**config.mk**
```make
export PLATFORM = sky130hd
export DESIGN_NAME = sensor_ctrl
export DESIGN_NICKNAME = d
export VERILOG_FILES = /design/src/rtl/sctrl_pkg.sv /design/src/rtl/sctrl_buf.sv /design/src/rtl/sensor_ctrl.sv
export SDC_FILE = /design/constraint.sdc
export NUM_CORES = 2
export LEC_CHECK = 0
export BUFFER_PORTS_ARGS = -buffer_cell sky130_fd_sc_hd__buf_2
export CAP_MARGIN = 20
export CORE_UTILIZATION = 63
export CTS_CLUSTER_SIZE = 28
export DETAILED_ROUTE_END_ITERATION = 7
export HOLD_SLACK_MARGIN = 0.08
export MAX_ROUTING_LAYER = met4
export PLACE_DENSITY = 0.86
export SYNTH_ARGS = -nofsm -noshare
export SYNTH_HDL_FRONTEND = slang
export SYNTH_SLANG_ARGS = --single-unit
```
**constraint.sdc**
```tcl
create_clock -name clk -period 5.2 [get_ports clk]
set_input_delay 0.26 -clock clk [delete_from_list [all_inputs] [get_ports clk]]
set_output_delay 0.26 -clock clk [all_outputs]
set_load 0.03 [all_outputs]
```
**src/rtl/sctrl_pkg.sv**
```systemverilog
// Shared types and sizing for the sensor capture controller.
`ifndef DATA_SIZE
`define DATA_SIZE 32
`endif

package sctrl_pkg;

    // Controller modes: waiting for enable, taking samples, holding a full buffer.
    typedef enum logic [1:0] {
        IDLE    = 2'd0,
        CAPTURE = 2'd1,
        FULL    = 2'd2
    } sctrl_state_e;

    localparam int SCTRL_DEPTH  = 64;
    localparam int SCTRL_ADDR_W = 6;
    localparam int SCTRL_DATA_W = `DATA_SIZE;

endpackage

```
**src/rtl/sctrl_buf.sv**
```systemverilog
// Sample buffer: one synchronous write port and one registered read port.
// A read and a write to the same index in one cycle return the previous contents.
module sctrl_buf
    import sctrl_pkg::*;
#(
    parameter int DATA_W = SCTRL_DATA_W,
    parameter int DEPTH  = SCTRL_DEPTH,
    parameter int ADDR_W = SCTRL_ADDR_W
) (
    input  logic              clk,
    input  logic              rst,
    input  logic              wr_en,
    input  logic [ADDR_W-1:0] wr_addr,
    input  logic [DATA_W-1:0] wr_data,
    input  logic [ADDR_W-1:0] rd_addr,
    output logic [DATA_W-1:0] rd_data
);

    logic [DATA_W-1:0] mem_r [DEPTH];
    logic [DATA_W-1:0] rd_data_r;

    // Store an accepted sample; contents are deliberately left out of reset.
    always_ff @(posedge clk) begin
        if (wr_en) begin
            mem_r[wr_addr] <= wr_data;
        end
    end

    // Registered read; sampling the array before the write lands gives old-data-on-collision.
    always_ff @(posedge clk) begin
        if (rst) begin
            rd_data_r <= '0;
        end else begin
            rd_data_r <= mem_r[rd_addr];
        end
    end

    assign rd_data = rd_data_r;

endmodule

```
**src/rtl/sensor_ctrl.sv**
```systemverilog
// Sensor capture controller: fills the sample buffer while enabled, raises the
// interrupt once every slot holds a fresh sample, and rearms on a clear pulse.
module sensor_ctrl
    import sctrl_pkg::*;
#(
    parameter int DATA_W = SCTRL_DATA_W,
    parameter int DEPTH  = SCTRL_DEPTH,
    parameter int ADDR_W = SCTRL_ADDR_W
) (
    input  logic              clk,
    input  logic              rst,
    input  logic              sctrl_en,
    input  logic              sctrl_clear,
    input  logic [ADDR_W-1:0] sctrl_addr,
    output logic [DATA_W-1:0] sctrl_out,
    output logic              sctrl_interrupt,
    input  logic              sensor_ready,
    input  logic [DATA_W-1:0] sensor_out,
    output logic              sensor_en
);

    sctrl_state_e      state_r;
    sctrl_state_e      state_next_s;
    logic [ADDR_W-1:0] wr_cnt_r;
    logic              wr_en_s;
    logic              buf_we_s;
    logic              sensor_en_s;
    logic              interrupt_s;
    logic              sensor_en_r;
    logic              interrupt_r;

    // State register.
    always_ff @(posedge clk) begin
        if (rst) begin
            state_r <= IDLE;
        end else begin
            state_r <= state_next_s;
        end
    end

    // Next-state and sample-accept decode; a clear always wins over a pending sample.
    always_comb begin
        state_next_s = state_r;
        wr_en_s      = 1'b0;
        if (sctrl_clear) begin
            state_next_s = IDLE;
        end else begin
            case (state_r)
                IDLE: begin
                    if (sctrl_en) begin
                        state_next_s = CAPTURE;
                    end else begin
                        state_next_s = IDLE;
                    end
                end
                CAPTURE: begin
                    if (sensor_ready) begin
                        wr_en_s = 1'b1;
                        if (wr_cnt_r == ADDR_W'(DEPTH - 1)) begin
                            state_next_s = FULL;
                        end else begin
                            state_next_s = CAPTURE;
                        end
                    end else if (!sctrl_en) begin
                        state_next_s = IDLE;
                    end else begin
                        state_next_s = CAPTURE;
                    end
                end
                FULL: begin
                    state_next_s = FULL;
                end
                default: begin
                    state_next_s = IDLE;
                end
            endcase
        end
    end

    // Outputs follow the upcoming state so they change on the same edge as the state.
    always_comb begin
        sensor_en_s = 1'b0;
        interrupt_s = 1'b0;
        case (state_next_s)
            CAPTURE: begin
                sensor_en_s = 1'b1;
            end
            FULL: begin
                interrupt_s = 1'b1;
            end
            default: begin
                sensor_en_s = 1'b0;
                interrupt_s = 1'b0;
            end
        endcase
    end

    // Registered copies of the handshake outputs.
    always_ff @(posedge clk) begin
        if (rst) begin
            sensor_en_r <= 1'b0;
            interrupt_r <= 1'b0;
        end else begin
            sensor_en_r <= sensor_en_s;
            interrupt_r <= interrupt_s;
        end
    end

    // Write pointer: wraps naturally at DEPTH, kept across pauses, zeroed by clear.
    always_ff @(posedge clk) begin
        if (rst) begin
            wr_cnt_r <= '0;
        end else if (sctrl_clear) begin
            wr_cnt_r <= '0;
        end else if (wr_en_s) begin
            wr_cnt_r <= wr_cnt_r + ADDR_W'(1);
        end else begin
            wr_cnt_r <= wr_cnt_r;
        end
    end

    // No sample is stored on a reset edge.
    assign buf_we_s = wr_en_s & ~rst;

    sctrl_buf #(
        .DATA_W (DATA_W),
        .DEPTH  (DEPTH),
        .ADDR_W (ADDR_W)
    ) u_buf (
        .clk     (clk),
        .rst     (rst),
        .wr_en   (buf_we_s),
        .wr_addr (wr_cnt_r),
        .wr_data (sensor_out),
        .rd_addr (sctrl_addr),
        .rd_data (sctrl_out)
    );

    assign sensor_en       = sensor_en_r;
    assign sctrl_interrupt = interrupt_r;

endmodule

```
==> reports/summary.txt <==
Status: finished, final reports clean
Critical path class: flip-flop to flip-flop
Switching share of total power: 0.224
Post-synth top flop: edfxtp_1
IR drop worst, VDD: 0.352 mV
Layout cells sized above 1: 0.278
RSZ-0062 raised after global routing: no
Hold WC Path Type: input pin to flip-flop
Multi-input gate area: 16800 sq um
Cell variety after synth: 61
Reg2reg setup slack: 1.13 ns
Largest net degree at the start of global routing: 101
R2R Path Start: state_r[0]
Min-delay src: sensor_out[16]
Clock Latency Late Sink: 0.84 ns
Startpoint types: flip-flop
Vias per Instance: 7.88
Setup violators final: 0
Max-slew violations: 0
Part of the power in the clock network: 0.416
Starting Density: 0.635
WHS: 0.148 ns
I/O pin count: 77
WP data arrival: 4.57 ns
Number of global-route vias before repair: 43848
Pleak: 0.0286 uW
R2R cell count: 6
Total number of H-tree levels: 4
#FFs+latches synth: 2090
Die width: 358 microns
Warnings from Yosys: 0
Flop pwr share: 0.531
Post-synth EDFFs: 2048
Hold EP: u_buf.mem_r[62][16]
Worst Setup End Kind: flip-flop
M1 GR Usage: 0.480
WP data required: 5.70 ns
WL final: 250000 microns
PwrDens: 387 nW/um^2
Post-Syn Area: 79800 sq um
# DRC: 0
Met3 Usage GRT: 0.135
CTS tree: built
Initial antenna violation count: 27
Final net count: 3941
Slew HR: 0.0581
Mapped Cells: 3621
Register clock-pin slew on the reported worst setup and hold paths: 0.06 ns
Storage element area: 62300 sq um
Period utilisation layout: 0.782
Peak Freq: 0.246 GHz
Post-CTS Setup Bufs: 0
Clock Tree Buf Depth: 3
GRT busiest layer: met2
Syn Area/Cell: 22.0 sq um
Gate power share: 0.053
DRT antenna net count: 0
Core area: 126000 sq um
RR Endpoint: u_buf.mem_r[22][27]
M2 GR Usage: 0.588
Seq/Total Area, Yosys: 0.781
Max cap viols: 0
Hold path depth: 2
GRT Total Usage: 0.395
Root Buffer: clkbuf_16
Routed length per instance: 43.5 microns
Fin Setup TNS: 0 ns
Gr ovfl total: 0
Commonest cells after routing, fill and taps aside: edfxtp_1 (2048), mux4_2 (468), clkbuf_16 (197), mux2i_1 (177), buf_4 (133)
Area delta synth->final: 13.1%
Internal power: 27100 uW
Row cnt: 130
Layout filler cell count: 6369
Gpl congestion: 0.907
CTS Sinks: 2090
Synth async-reset ratio: 0
First-pass GRT wire length: 334000 microns
Initial DRC Count: 9305
Die Ht: 358 microns
Syn_nets: 3665
Commonest non-fill, non-tap cell in the layout: edfxtp_1
NetSw: 7810 uW
CP max FO: 22
I/O Buffers: 76
Skew final: 0.0462 ns
Minimum clock period: 4.07 ns
Pre-Repair DR Iteration Count: 8
Worst Max-Slew Pin Slew: 1.38 ns
Area of the die: 128000 sq um
Vias: 45211
Final Hold Fails: 0
Inserted Clock Buffers: 191
DP HPWL: 127000 microns
[cells in the mapped netlist, drive strengths merged, types with 2 or more instances]
master | count | share of area
a2111oi | 6 | 0.00066
o22ai | 20 | 0.0016
or2 | 8 | 0.00063
edfxtp | 2048 | 0.77
o31ai | 6 | 0.00056
and2 | 6 | 0.00047
and3 | 8 | 0.00063
o32ai | 4 | 0.00044
nor2b | 21 | 0.0016
a221o | 3 | 0.00038
inv | 5 | 0.00024
o211ai | 15 | 0.0014
mux4 | 468 | 0.13
nor2 | 85 | 0.0040
or3b | 2 | 0.00022
mux2i | 177 | 0.022
a31oi | 8 | 0.00063
a211oi | 12 | 0.0011
o311ai | 3 | 0.00033
o21ai | 40 | 0.0025
a32oi | 24 | 0.0026
nor3b | 4 | 0.00038
a22oi | 86 | 0.0081
nand2b | 5 | 0.00039
xnor2 | 2 | 0.00022
nor3 | 24 | 0.0015
a311oi | 3 | 0.00033
a21oi | 50 | 0.0031
a211o | 2 | 0.00022
nand4 | 3 | 0.00024
nand3b | 4 | 0.00038
a221oi | 4 | 0.00044
clkbuf | 81 | 0.0038
nand3 | 31 | 0.0019
nor4 | 4 | 0.00031
a31o | 5 | 0.00055
or3 | 4 | 0.00031
nand2 | 131 | 0.0062
dfxtp | 42 | 0.011
buf | 124 | 0.011
mux2 | 29 | 0.0041
[cells by family after synthesis]
logic type	synth area share
compound gates	0.0260
xor+xnor	0.000329
fa+ha+maj	0.000157
buf+inv	0.0147
flops	0.781
mux	0.158
simple gates	0.0195
[registers in the layout, summed over array words and instances, names as in the netlist]
register / cells
u_buf.mem_r: 2048
u_buf.rd_data: 32
wr_cnt_r: 6
state_r: 2
sctrl_interrupt: 1
sensor_en: 1
[per-layer routing]
layer  vias up  part of all wire
met5         -                 0
met4         0             0.078
met3      1400              0.17
met2      5790              0.46
met1     22183              0.29
li1      15838                 -
[worst max path at each step]
stage             startpoint                  end  cells past startpoint
3_3_place_gp      state_r[0]   u_buf.mem_r[22][2]                      6
4_1_cts           state_r[0]  u_buf.mem_r[22][27]                      6
2_1_floorplan     state_r[0]   u_buf.mem_r[31][0]                      6
5_1_grt           state_r[0]  u_buf.mem_r[22][27]                      6
6_report          state_r[0]  u_buf.mem_r[22][27]                      6
3_5_place_dp   sctrl_addr[0]    u_buf.rd_data[15]                      7
[power groups by stage]
stage          clock, uW  sequential (uW)  combinational [uW]
2_1_floorplan          0            18900                 853
3_3_place_gp           0            18900                1590
3_5_place_dp           0            18900                1650
4_1_cts            14300            18500                1720
5_1_grt            15000            18500                1870
6_report           14500            18500                1860
[critical path, cell delays in order (launching register included)]
cell      delay (ns)
dfxtp_1         0.39
nor4bb_1        0.47
buf_4           0.24
nor3b_1         0.35
nand3_1         0.83
nor2_4          1.11
buf_4           0.36
[stage by stage]
stage	cells	cell area (sq um)	setup WS (ns)	total power (uW)	utilization
after floorplan	3621	79800	1.15	19800	-
after global placement	5289	82900	1.45	20500	0.659
after detailed placement	5307	83300	1.34	20600	0.662
after CTS	5667	89600	1.32	34600	0.713
after global routing	5732	90300	1.07	35400	0.718
final	5736	90300	1.13	34900	0.718
[repair_timing]
item                       4_1_cts  5_1_grt
hold endpoints to repair        26      437
setup endpoints to repair        0        0
resized for setup                0        0
hold buffers                     7       17
[final cells by class]
type,count,share of cell area
Tap cell,1650,0.0229
Timing Repair Buffer,288,0.0299
Multi-Input combinational cell,1321,0.186
Inverter,5,0.000236
Sequential cell,2090,0.691
Clock inverter,114,0.0125
Clock buffer,239,0.0571
Antenna cell,29,0.000804
(Power assumes the default switching activity.)
